<file path="src/rtl/mdl_cmdreg_pkg.sv">
// Shared types and constants for the bubble memory command register.
package mdl_cmdreg_pkg;

    // Request lifecycle as seen by the controller FSM.
    typedef enum logic [1:0] {
        ST_IDLE    = 2'd0,
        ST_PENDING = 2'd1,
        ST_BUSY    = 2'd2
    } state_t;

    // CPU register addresses.
    localparam logic [1:0] ADDR_CMD     = 2'd0;
    localparam logic [1:0] ADDR_PAGE_LO = 2'd1;
    localparam logic [1:0] ADDR_PAGE_HI = 2'd2;
    localparam logic [1:0] ADDR_ERR_CLR = 2'd3;

    // Status byte bit positions.
    localparam int STS_RDREQ  = 0;
    localparam int STS_WRREQ  = 1;
    localparam int STS_BUSY   = 2;
    localparam int STS_DONE   = 3;
    localparam int STS_REJECT = 4;
    localparam int STS_ERR    = 5;
    localparam int STS_RUN    = 6;

endpackage

</file>
<file path="src/rtl/mdl_cmdreg_if.sv">
// CPU bus of the command register. Names are from the register's point of view.
interface mdl_cmdreg_if;
    logic       i_CS_n;
    logic       i_RW;
    logic [1:0] i_AB;
    logic [7:0] i_DB;
    logic [7:0] o_DB;
    logic       o_DB_OE;

    modport master (output i_CS_n, i_RW, i_AB, i_DB, input o_DB, o_DB_OE);
    modport slave  (input i_CS_n, i_RW, i_AB, i_DB, output o_DB, o_DB_OE);
endinterface

</file>
<file path="src/rtl/mdl_cmdreg_cpusync.sv">
// Brings the asynchronous CPU cycle into the i_MCLK domain: CS_n synchronizer,
// address/data/direction capture and one-cycle commit pulses.
module submdl_cpusync (
    input  logic       i_MCLK,
    input  logic       i_RST_n,
    input  logic       cs_n,
    input  logic       rw,
    input  logic [1:0] ab,
    input  logic [7:0] db,
    output logic       cs_active,
    output logic [1:0] cap_ab,
    output logic [7:0] cap_db,
    output logic       wr_commit,
    output logic       rd_commit
);
    logic cs_s1, cs_s2, cs_s3;
    logic cap_rw;
    logic commit;

    // Two-flop synchronizer plus one delay stage for edge detection; idle high.
    always_ff @(posedge i_MCLK or negedge i_RST_n) begin
        if (!i_RST_n) begin
            cs_s1 <= 1'b1;
            cs_s2 <= 1'b1;
            cs_s3 <= 1'b1;
        end else begin
            cs_s1 <= cs_n;
            cs_s2 <= cs_s1;
            cs_s3 <= cs_s2;
        end
    end

    // Track bus contents while the cycle is active; frozen once CS_n is seen high.
    always_ff @(posedge i_MCLK or negedge i_RST_n) begin
        if (!i_RST_n) begin
            cap_ab <= 2'd0;
            cap_db <= 8'd0;
            cap_rw <= 1'b0;
        end else if (!cs_s2) begin
            cap_ab <= ab;
            cap_db <= db;
            cap_rw <= rw;
        end
    end

    assign cs_active = ~cs_s2;
    assign commit    = cs_s2 & ~cs_s3;
    assign wr_commit = commit & ~cap_rw;
    assign rd_commit = commit & cap_rw;

endmodule

</file>
<file path="src/rtl/mdl_cmdreg.sv">
// CPU-facing command register: latches page read/write requests for the
// controller FSM and reports request/busy/done/reject/system status.
//
// Request handshake: RDREQ/WRREQ are levels raised by an accepted command and
// held, with o_PAGE stable, until the FSM strobes i_CMDREG_RST_n low on a CLK2M
// enable; i_CMD_ACCEPTED_n only moves PENDING to BUSY and never drops a request.
module mdl_cmdreg
    import mdl_cmdreg_pkg::*;
#(
    parameter int PAGE_W = 12
) (
    input  logic              i_MCLK,
    input  logic              i_RST_n,
    input  logic              i_CLK2M_PCEN_n,
    mdl_cmdreg_if.slave       cpu,
    input  logic              i_CMDREG_RST_n,
    input  logic              i_CMD_ACCEPTED_n,
    input  logic              i_SYS_RUN_FLAG,
    input  logic              i_SYS_ERR_FLAG,
    output logic              o_CMDREG_RDREQ,
    output logic              o_CMDREG_WRREQ,
    output logic [PAGE_W-1:0] o_PAGE,
    output logic              o_ERR_CLR,
    output state_t            o_DBG_STATE
);
    logic       cs_active, wr_commit, rd_commit;
    logic [1:0] cap_ab;
    logic [7:0] cap_db;

    state_t state_q, state_d, st_mid;
    logic   rdreq_d, wrreq_d;
    logic   done_q, done_d, reject_q, reject_d;
    logic   rst_evt, acc_evt, cmd_wr, status_rd;
    logic [7:0] status, page_hi_rd, rd_mux;

    submdl_cpusync u_cpusync (
        .i_MCLK    (i_MCLK),
        .i_RST_n   (i_RST_n),
        .cs_n      (cpu.i_CS_n),
        .rw        (cpu.i_RW),
        .ab        (cpu.i_AB),
        .db        (cpu.i_DB),
        .cs_active (cs_active),
        .cap_ab    (cap_ab),
        .cap_db    (cap_db),
        .wr_commit (wr_commit),
        .rd_commit (rd_commit)
    );

    assign rst_evt   = ~i_CLK2M_PCEN_n & ~i_CMDREG_RST_n;
    assign acc_evt   = ~i_CLK2M_PCEN_n & ~i_CMD_ACCEPTED_n;
    assign cmd_wr    = wr_commit && (cap_ab == ADDR_CMD) && (cap_db[1:0] != 2'b00);
    assign status_rd = rd_commit && (cap_ab == ADDR_CMD);

    // Next state: FSM strobes apply first, then a command write is judged against the result.
    always_comb begin
        st_mid   = state_q;
        state_d  = state_q;
        rdreq_d  = o_CMDREG_RDREQ;
        wrreq_d  = o_CMDREG_WRREQ;
        done_d   = done_q;
        reject_d = reject_q;
        if (status_rd) begin
            done_d   = 1'b0;
            reject_d = 1'b0;
        end
        if (rst_evt && state_q != ST_IDLE) begin
            st_mid  = ST_IDLE;
            rdreq_d = 1'b0;
            wrreq_d = 1'b0;
            done_d  = 1'b1;
        end else if (acc_evt && state_q == ST_PENDING) begin
            st_mid = ST_BUSY;
        end
        state_d = st_mid;
        if (cmd_wr) begin
            if (st_mid != ST_IDLE || (&cap_db[1:0]) || !i_SYS_RUN_FLAG) begin
                reject_d = 1'b1;
            end else begin
                state_d = ST_PENDING;
                rdreq_d = cap_db[0];
                wrreq_d = cap_db[1];
            end
        end
    end

    // State, request levels and sticky flags.
    always_ff @(posedge i_MCLK or negedge i_RST_n) begin
        if (!i_RST_n) begin
            state_q        <= ST_IDLE;
            o_CMDREG_RDREQ <= 1'b0;
            o_CMDREG_WRREQ <= 1'b0;
            done_q         <= 1'b0;
            reject_q       <= 1'b0;
        end else begin
            state_q        <= state_d;
            o_CMDREG_RDREQ <= rdreq_d;
            o_CMDREG_WRREQ <= wrreq_d;
            done_q         <= done_d;
            reject_q       <= reject_d;
        end
    end

    // Page register: writable only while no request is outstanding.
    always_ff @(posedge i_MCLK or negedge i_RST_n) begin
        if (!i_RST_n) begin
            o_PAGE <= '0;
        end else if (wr_commit && st_mid == ST_IDLE) begin
            if (cap_ab == ADDR_PAGE_LO) o_PAGE[7:0] <= cap_db;
            if (cap_ab == ADDR_PAGE_HI) o_PAGE[PAGE_W-1:8] <= cap_db[PAGE_W-9:0];
        end
    end

    // Error-clear pulse lasts exactly the one commit cycle.
    always_ff @(posedge i_MCLK or negedge i_RST_n) begin
        if (!i_RST_n) o_ERR_CLR <= 1'b0;
        else          o_ERR_CLR <= wr_commit && (cap_ab == ADDR_ERR_CLR) && cap_db[0];
    end

    // Status byte and read-data mux of the live address.
    always_comb begin
        status             = 8'd0;
        status[STS_RDREQ]  = o_CMDREG_RDREQ;
        status[STS_WRREQ]  = o_CMDREG_WRREQ;
        status[STS_BUSY]   = (state_q == ST_BUSY);
        status[STS_DONE]   = done_q;
        status[STS_REJECT] = reject_q;
        status[STS_ERR]    = i_SYS_ERR_FLAG;
        status[STS_RUN]    = i_SYS_RUN_FLAG;
        page_hi_rd              = 8'd0;
        page_hi_rd[PAGE_W-9:0]  = o_PAGE[PAGE_W-1:8];
        case (cpu.i_AB)
            ADDR_CMD:     rd_mux = status;
            ADDR_PAGE_LO: rd_mux = o_PAGE[7:0];
            ADDR_PAGE_HI: rd_mux = page_hi_rd;
            default:      rd_mux = 8'd0;
        endcase
    end

    // Registered read data, refreshed every clock.
    always_ff @(posedge i_MCLK or negedge i_RST_n) begin
        if (!i_RST_n) cpu.o_DB <= 8'd0;
        else          cpu.o_DB <= rd_mux;
    end

    assign cpu.o_DB_OE = cs_active & cpu.i_RW;
    assign o_DBG_STATE = state_q;

endmodule

</file>
<file path="src/flat_wrapper.sv">
// flat-port wrapper written by rule: the top's interface ports become plain ports
module mdl_cmdreg_flat import mdl_cmdreg_pkg::*;
#(
    parameter int PAGE_W = 12
)
  (i_MCLK, i_RST_n, i_CLK2M_PCEN_n, i_CMDREG_RST_n, i_CMD_ACCEPTED_n, i_SYS_RUN_FLAG, i_SYS_ERR_FLAG, o_CMDREG_RDREQ, o_CMDREG_WRREQ, o_PAGE, o_ERR_CLR, o_DBG_STATE, cpu_i_CS_n, cpu_i_RW, cpu_i_AB, cpu_i_DB, cpu_o_DB, cpu_o_DB_OE);
  mdl_cmdreg_if cpu_i ();
  input  logic i_MCLK;
  input  logic i_RST_n;
  input  logic i_CLK2M_PCEN_n;
  input  logic i_CMDREG_RST_n;
  input  logic i_CMD_ACCEPTED_n;
  input  logic i_SYS_RUN_FLAG;
  input  logic i_SYS_ERR_FLAG;
  output logic o_CMDREG_RDREQ;
  output logic o_CMDREG_WRREQ;
  output logic [PAGE_W-1:0] o_PAGE;
  output logic o_ERR_CLR;
  output state_t o_DBG_STATE;
  input wire logic [$bits(cpu_i.i_CS_n)-1:0] cpu_i_CS_n;
  input wire logic [$bits(cpu_i.i_RW)-1:0] cpu_i_RW;
  input wire logic [$bits(cpu_i.i_AB)-1:0] cpu_i_AB;
  input wire logic [$bits(cpu_i.i_DB)-1:0] cpu_i_DB;
  output wire logic [$bits(cpu_i.o_DB)-1:0] cpu_o_DB;
  output wire logic [$bits(cpu_i.o_DB_OE)-1:0] cpu_o_DB_OE;
  assign cpu_i.i_CS_n = cpu_i_CS_n;
  assign cpu_i.i_RW = cpu_i_RW;
  assign cpu_i.i_AB = cpu_i_AB;
  assign cpu_i.i_DB = cpu_i_DB;
  assign cpu_o_DB = cpu_i.o_DB;
  assign cpu_o_DB_OE = cpu_i.o_DB_OE;
  mdl_cmdreg #(.PAGE_W(PAGE_W)) u_core (.i_MCLK(i_MCLK), .i_RST_n(i_RST_n), .i_CLK2M_PCEN_n(i_CLK2M_PCEN_n), .cpu(cpu_i), .i_CMDREG_RST_n(i_CMDREG_RST_n), .i_CMD_ACCEPTED_n(i_CMD_ACCEPTED_n), .i_SYS_RUN_FLAG(i_SYS_RUN_FLAG), .i_SYS_ERR_FLAG(i_SYS_ERR_FLAG), .o_CMDREG_RDREQ(o_CMDREG_RDREQ), .o_CMDREG_WRREQ(o_CMDREG_WRREQ), .o_PAGE(o_PAGE), .o_ERR_CLR(o_ERR_CLR), .o_DBG_STATE(o_DBG_STATE));
endmodule
</file>
<file path="config.mk">
export PLATFORM = sky130hd
export DESIGN_NAME = mdl_cmdreg_flat
export DESIGN_NICKNAME = d
export VERILOG_FILES = /design/src/rtl/mdl_cmdreg_pkg.sv /design/src/rtl/mdl_cmdreg_if.sv /design/src/rtl/mdl_cmdreg_cpusync.sv /design/src/rtl/mdl_cmdreg.sv /design/src/flat_wrapper.sv
export SDC_FILE = /design/constraint.sdc
export NUM_CORES = 1
export LEC_CHECK = 0
export BUFFER_PORTS_ARGS = -buffer_cell sky130_fd_sc_hd__buf_2
export CAP_MARGIN = 15
export CORE_MARGIN = 4
export CORE_UTILIZATION = 40
export CTS_CLUSTER_DIAMETER = 50
export CTS_CLUSTER_SIZE = 8
export DETAILED_ROUTE_END_ITERATION = 16
export GPL_ROUTABILITY_DRIVEN = 0
export PLACE_DENSITY_LB_ADDON = 0.15
export SETUP_SLACK_MARGIN = 0.1
export SLEW_MARGIN = 5
export SYNTH_ARGS = -nofsm -noshare
export SYNTH_HDL_FRONTEND = slang
export SYNTH_HIERARCHICAL = 1
export SYNTH_SLANG_ARGS = --single-unit
</file>
<file path="constraint.sdc">
create_clock -name i_MCLK -period 1.8 [get_ports i_MCLK]
set_input_delay 0 -clock i_MCLK [delete_from_list [all_inputs] [get_ports i_MCLK]]
set_output_delay 0 -clock i_MCLK [all_outputs]
set_load 0.01 [all_outputs]
</file>
==> impl_metrics.json, run 1 <==
{
  "post-route-cell-area_sq_um": 2250,
  "track_usage_pct": 15.1,
  "path_class": "flip-flop to flip-flop",
  "ys_types": 30,
  "hpwl_um": 2690,
  "synthSimpleGateAreaFrac_pct": 9.26,
  "drtIter0Drc": 25,
  "synth-seq-cells": 41,
  "cp_max_fo": 8,
  "synth-xor-area-share_pct": 0,
  "relSlewSlack_pct": 41.1,
  "final_util_pct": 55.1,
  "cts_tree": "done",
  "avgSynthCellArea_sq_um": 14.4,
  "grt_first_pass_wirelength_um": 6070,
  "fin_ws_ns": 0.187,
  "die_w_um": 73.5,
  "post_drt_wl_per_cell_um": 16.1,
  "arrival_ns": 1.80,
  "worst_pin_slew_ns": 0.884,
  "fin_skew_ns": 0.00751,
  "seq_area_frac_synth_pct": 60.0,
  "hold_path.class": "primary input to flip-flop",
  "cp-start-kind": "flip-flop",
  "synth_mux_area_share_pct": 23.1,
  "synth_adder_area_share_pct": 0,
  "setup_viol": 0,
  "hold_viol": 0,
  "htree_levels": 2,
  "hold_ws_ns": 0.0452,
  "yosys_warnings": 6,
  "syn_nets": 138,
  "clock_path_buffers": 2,
  "start_util_pct": 42.0,
  "placed_area_sq_um": 2000,
  "clk_pin_slew_worst_paths_ns": 0.08,
  "drt-total-wl_um": 3760,
  "rsz0062_at_grt": "no",
  "grt_antenna_before_repair": 0,
  "synth-compound-area-share_pct": 5.69,
  "p_leak_nw": 1.13,
  "setup_tns_ns": 0,
  "pwr_density_cell_nw_per_um2": 1170,
  "fin_crit_ns": 1.61,
  "row_count": 23,
  "maxCapViolCount": 0,
  "dieArea_sq_um": 5400,
  "netlist_instances": 119,
  "area_growth_pct": 31.3,
  "first_pass_iters": 5,
  "cts_buffers": 5,
  "die_h_um": 73.5,
  "n_antenna_cell": 0,
  "clock_latency_ns": 0.29,
  "synth_top_family_by_area": "multiplexers",
  "endpoint_kind": "flip-flop",
  "port_buffers": 44,
  "viasPerCell": 5.00,
  "fin_crit_sh_pct": 89.6,
  "layout.cells.non_filler": 233,
  "max_freq_mhz": 620,
  "grt_remaining_overflow": 0,
  "drc": 0,
  "core-area_sq_um": 4090,
  "clock_sinks": 41,
  "grt_max_degree": 42,
  "cts_resized": 0,
  "root_buffer": "clkbuf_8",
  "status": "finished clean",
  "dpl.cell_count": 211,
  "syn_area_sq_um": 1720,
  "drive_gt1_share_pct": 48.1,
  "ant_nets": 0,
  "io_pins": 45,
  "vias": 1164,
  "finalNetCount": 201,
  "nFillCells": 345,
  "place_ws_ns": 0.201,
  "power.total_mw": 2.65,
  "cp.required_ns": 1.98,
  "slew_viol_final": 0,
  "peakVddDrop_mv": 0.587,
  "grt_pass1_vias": 1280
}
report_power, final:
part / internal, mW / switching, mW
Clock: 0.451 / 0.314
Combinational: 0.350 / 0.264
Sequential: 1.12 / 0.145
Total: 1.92 / 0.723
cell usage in the layout (no fill, tap or decap):
master | Yosys | routed
bufinv_16 | 0 | 1
a21boi_0 | 1 | 1
and2_1 | 2 | 2
nor3b_4 | 0 | 1
buf_4 | 0 | 3
and4_1 | 1 | 1
clkinvlp_4 | 0 | 1
nor3_1 | 1 | 1
o31ai_1 | 1 | 1
mux2i_1 | 7 | 7
nand4_1 | 1 | 1
and4b_2 | 1 | 1
o21ai_0 | 5 | 5
o31a_2 | 1 | 1
dfstp_2 | 3 | 3
buf_2 | 0 | 44
o22ai_2 | 1 | 1
nor3b_2 | 1 | 1
a32o_1 | 1 | 1
dlygate4sd3_1 | 0 | 13
a21o_1 | 1 | 1
nor2b_1 | 1 | 1
and3b_1 | 1 | 1
nand2_1 | 7 | 7
clkbuf_8 | 0 | 6
or2_2 | 1 | 1
mux2_2 | 9 | 9
inv_1 | 1 | 1
nor2_1 | 8 | 8
a21oi_1 | 2 | 2
dfrtp_1 | 38 | 38
mux2_4 | 15 | 15
o21a_1 | 1 | 1
and4b_1 | 1 | 1
nor3b_1 | 2 | 1
worst max-delay path, cell delays in order, from the launching register on:
cell and delay (ns):
dfstp_2 0.53, nor3b_4 0.21, and4b_1 0.22, buf_4 0.21
mux2_4 0.32
area by class of cell:
type	instances	area [sq um]	share of cell area, %
flip-flops and latches	41	1030	45.7
multi-input cells	73	664	29.5
repair buffers	60	373	16.5
clock buffers	6	82.6	3.66
well taps	50	62.6	2.78
clock inverters	2	37.5	1.67
inverters	1	3.75	0.167
synth_stat cells:
| cell type | count | area, sq um |
|---|---|---|
| a21boi_0 | 1 | 7.51 |
| a21o_1 | 1 | 7.51 |
| a21oi_1 | 2 | 10.0 |
| a32o_1 | 1 | 10.0 |
| and2_1 | 2 | 12.5 |
| and3b_1 | 1 | 8.76 |
| and4_1 | 1 | 8.76 |
| and4b_1 | 1 | 10.0 |
| and4b_2 | 1 | 11.3 |
| buf_6 | 2 | 22.5 |
| clkbuf_1 | 2 | 7.51 |
| dfrtp_1 | 38 | 951 |
| dfstp_2 | 3 | 78.8 |
| inv_1 | 1 | 3.75 |
| mux2_2 | 9 | 101 |
| mux2_4 | 15 | 225 |
| mux2i_1 | 7 | 70.1 |
| nand2_1 | 7 | 26.3 |
| nand4_1 | 1 | 6.26 |
| nor2_1 | 8 | 30.0 |
| nor2b_1 | 1 | 6.26 |
| nor3_1 | 1 | 5.00 |
| nor3b_1 | 2 | 15.0 |
| nor3b_2 | 1 | 12.5 |
| o21a_1 | 1 | 7.51 |
| o21ai_0 | 5 | 25.0 |
| o22ai_2 | 1 | 12.5 |
| o31a_2 | 1 | 10.0 |
| o31ai_1 | 1 | 7.51 |
| or2_2 | 1 | 6.26 |
cell families (layout without fill, tap and decap cells):
kind of cell / after synthesis / count (layout)
DFF: 41 / 41
muxes: 31 / 31
and+or+nand+nor: 28 / 28
AOI/OAI and AO/OA: 14 / 14
buffers and inverters: 5 / 69
layer usage:
layer  vias up  GRT usage (%)  routed length (um)
met1       575           17.2                1540
met2        35           26.2                1960
met3         4           5.34                 229
li1        550              -                   -
met4         0           4.83                  31
met5         -              0                   0
flip-flops by register name, summed over array words and instances (netlist names):
name and cells:
u_core/cpu.o_DB 8, u_core/done_q 1, u_core/o_CMDREG_RDREQ 1, u_core/o_CMDREG_WRREQ 1, u_core/o_DBG_STATE 2, u_core/o_ERR_CLR 1, u_core/o_PAGE 12, u_core/reject_q 1
u_core/u_cpusync/cap_ab 2, u_core/u_cpusync/cap_db 8, u_core/u_cpusync/cap_rw 1, u_core/u_cpusync/cs_s1 1, u_core/u_cpusync/cs_s2 1, u_core/u_cpusync/cs_s3 1
path summary, 6_finish.rpt:
check / from / to / slack, ns / cells after the start
setup / recovery: u_core/u_cpusync/cs_s2$_DFF_PN1_ / u_core/o_PAGE[5]$_DFFE_PN0P_ / 0.19 / 4
max in group asynchronous: i_RST_n / u_core/o_ERR_CLR$_DFF_PN0_ / 0.87 / 2
hold / removal: i_CMDREG_RST_n / u_core/o_DBG_STATE[1]$_DFF_PN0_ / 0.05 / 3
hold reg to reg: u_core/u_cpusync/cs_s1$_DFF_PN1_ / u_core/u_cpusync/cs_s2$_DFF_PN1_ / 0.36 / 0
min in group asynchronous: i_RST_n / u_core/o_PAGE[8]$_DFFE_PN0P_ / 0.38 / 2
setup reg to reg: u_core/u_cpusync/cs_s2$_DFF_PN1_ / u_core/o_PAGE[5]$_DFFE_PN0P_ / 0.19 / 4
timing repair:
| item | in CTS | in global routing |
|---|---|---|
| hold buffers | 13 | 0 |
| endpoints found under the hold margin | 50 | 0 |
| setup endpoints to repair | 0 | 1 |
| setup buffers | 0 | 1 |
Note: power is estimated with default switching activity, not from simulation.
==> inputs of run 2 (changes only) <==
--- a/config.mk
+++ b/config.mk
@@ -7,9 +7,9 @@
 export LEC_CHECK = 0
 export BUFFER_PORTS_ARGS = -buffer_cell sky130_fd_sc_hd__buf_2
 export CAP_MARGIN = 15
-export CORE_MARGIN = 4
+export CORE_MARGIN = 2
 export CORE_UTILIZATION = 40
-export CTS_CLUSTER_DIAMETER = 50
+export CTS_CLUSTER_DIAMETER = 80
 export CTS_CLUSTER_SIZE = 8
 export DETAILED_ROUTE_END_ITERATION = 16
 export GPL_ROUTABILITY_DRIVEN = 0
@@ -20,3 +20,4 @@
 export SYNTH_HDL_FRONTEND = slang
 export SYNTH_HIERARCHICAL = 1
 export SYNTH_SLANG_ARGS = --single-unit
+export TNS_END_PERCENT = 5
==> run 2 against run 1 <==
Sequential cell count stayed put. Register-to-register slack improved by 0.04 ns. Non-clock buffer count grew 1. Cell count up 0.43%. Sequential power barely moved. Largest cell class unchanged. Worst setup slack better by 0.040 ns. Global-route usage up 1.0 points. Routed wire length is 5.3% lower. Maximum frequency is 2.6% higher.
==> impl_metrics.json, run 2 (same netlist as run 1, synthesis figures left out) <==
{
  "status": "finished clean",
  "holdPathStages": 3,
  "viasPerCell": 4.95,
  "slew_viol_final": 0,
  "finalNetCount": 202,
  "dpl.cell_count": 214,
  "worst_pin_slew_ns": 0.346,
  "reg2reg_slack_ns": 0.23,
  "cts_buffers": 5,
  "drtIter0Drc": 54,
  "cp.required_ns": 1.97,
  "hold_viol": 0,
  "start_util_pct": 42.3,
  "drc": 0,
  "dieArea_sq_um": 4830,
  "max_freq_mhz": 636,
  "first_pass_iters": 4,
  "relSlewSlack_pct": 76.9,
  "largest_reg_flops": 12,
  "io_pins": 45,
  "setup_viol": 0,
  "clock_sinks": 41,
  "cp_max_fo": 6,
  "die_h_um": 69.5,
  "maxCapViolCount": 0,
  "hpwl_um": 2590,
  "clock_path_buffers": 2,
  "hold_path.class": "primary input to flip-flop",
  "path_class": "flip-flop to flip-flop",
  "ant_nets": 0,
  "final_common_cell": "buf_2",
  "grt_max_degree": 22,
  "drt-total-wl_um": 3560,
  "whs_endpoint": "u_core/cpu.o_DB[6]$_DFF_PN0_",
  "p_leak_nw": 1.15,
  "rsz0062_at_grt": "no",
  "pwr_density_cell_nw_per_um2": 1210,
  "layout.cells.non_filler": 234,
  "cp-start-kind": "flip-flop",
  "fin_skew_ns": 0.00580,
  "mostFrequentLayoutCells": "buf_2 (44), dfrtp_1 (38), mux2_4 (15)",
  "track_usage_pct": 16.1,
  "top_register": "u_core/o_PAGE",
  "min_from": "i_SYS_RUN_FLAG",
  "fin_crit_ns": 1.57,
  "area_growth_pct": 32.4,
  "htree_levels": 2,
  "row_count": 23,
  "peakVddDrop_mv": 0.839,
  "core-area_sq_um": 4060,
  "drive_gt1_share_pct": 48.9,
  "cts_resized": 0,
  "arrival_ns": 1.74,
  "reg.largest.list": "u_core/o_PAGE: 12 flops, u_core/cpu.o_DB: 8 flops, u_core/u_cpusync/cap_db: 8 flops",
  "clock_latency_ns": 0.29,
  "regToRegEndpoint": "u_core/o_PAGE[2]$_DFFE_PN0P_",
  "port_buffers": 44,
  "clk_pin_slew_worst_paths_ns": 0.08,
  "r2r_start": "u_core/u_cpusync/cs_s2$_DFF_PN1_",
  "fin_ws_ns": 0.227,
  "grt_pass1_vias": 1220,
  "grt_first_pass_wirelength_um": 5980,
  "place_ws_ns": 0.234,
  "cts_tree": "done",
  "die_w_um": 69.5,
  "root_buffer": "clkbuf_8",
  "post_drt_wl_per_cell_um": 15.2,
  "endpoint_kind": "flip-flop",
  "fin_crit_sh_pct": 87.4,
  "n_antenna_cell": 0,
  "reg2reg_depth": 4,
  "vias": 1159,
  "setup_tns_ns": 0,
  "grt_remaining_overflow": 0,
  "grt_antenna_before_repair": 0
}
==> run 2: power by group <==
group          internal, mW  switching, mW  total (mW)
Clock                 0.551          0.309       0.860
Combinational         0.352          0.261       0.613
Sequential             1.12          0.147        1.27
Total                  2.02          0.717        2.74
==> run 2: per-stage QoR <==
stage | power [mW] | hold WS (ns) | area (sq um) | utilization, %
after floorplan | 1.61 | -0.296 | 1730 | -
after global placement | 1.87 | -0.108 | 2020 | 49.7
after detailed placement | 1.89 | -0.0980 | 2020 | 49.7
after CTS | 2.77 | 0.00353 | 2270 | 56.0
after global routing | 2.90 | 0.00452 | 2270 | 56.0
final | 2.74 | 0.00733 | 2270 | 56.0
==> run 2: layout make-up <==
| class | count | area (sq um) |
|---|---|---|
| timing repair buffer | 61 | 378 |
| tap | 50 | 62.6 |
| inverter | 1 | 3.75 |
| multi-input combinational | 73 | 664 |
| fill | 342 | 1790 |
| sequential | 41 | 1030 |
| clock inverter | 3 | 65.1 |
| clock buffer | 5 | 68.8 |
==> run 2: how the worst max path moves through the flow <==
stage	start	to	slack, ns
global route	u_core/u_cpusync/cs_s2$_DFF_PN1_	u_core/o_CMDREG_WRREQ$_DFF_PN0_	0.17
floorplan	u_core/u_cpusync/cs_s2$_DFF_PN1_	u_core/o_PAGE[0]$_DFFE_PN0P_	0.1
finish	u_core/u_cpusync/cs_s2$_DFF_PN1_	u_core/o_PAGE[2]$_DFFE_PN0P_	0.23
global placement	u_core/u_cpusync/cs_s2$_DFF_PN1_	u_core/o_PAGE[5]$_DFFE_PN0P_	0.26
CTS	u_core/u_cpusync/cs_s2$_DFF_PN1_	u_core/o_CMDREG_WRREQ$_DFF_PN0_	0.22
detailed placement	u_core/u_cpusync/cs_s2$_DFF_PN1_	u_core/o_CMDREG_WRREQ$_DFF_PN0_	0.23
==> run 2: worst max-delay path: stages, from the launching register on <==
cell and delay (ns):
dfstp_2 0.53, nor3b_4 0.21, and4b_1 0.23, buf_4 0.18, mux2_4 0.31
==> run 2: timing repair <==
item	4_1_cts	5_1_grt
buffers inserted	0	0
hold buffers	12	0
hold endpoints to repair	52	0
==> run 2: layer usage <==
layer | vias to the layer above | share of wire (%) | GRT usage [%] | wire, um
li1 | 554 | - | - | -
met1 | 570 | 47 | 21.0 | 1660
met2 | 33 | 48 | 25.0 | 1720
met3 | 2 | 4.6 | 5.96 | 163
met4 | 0 | 0.51 | 4.79 | 18
met5 | - | 0 | 0 | 0
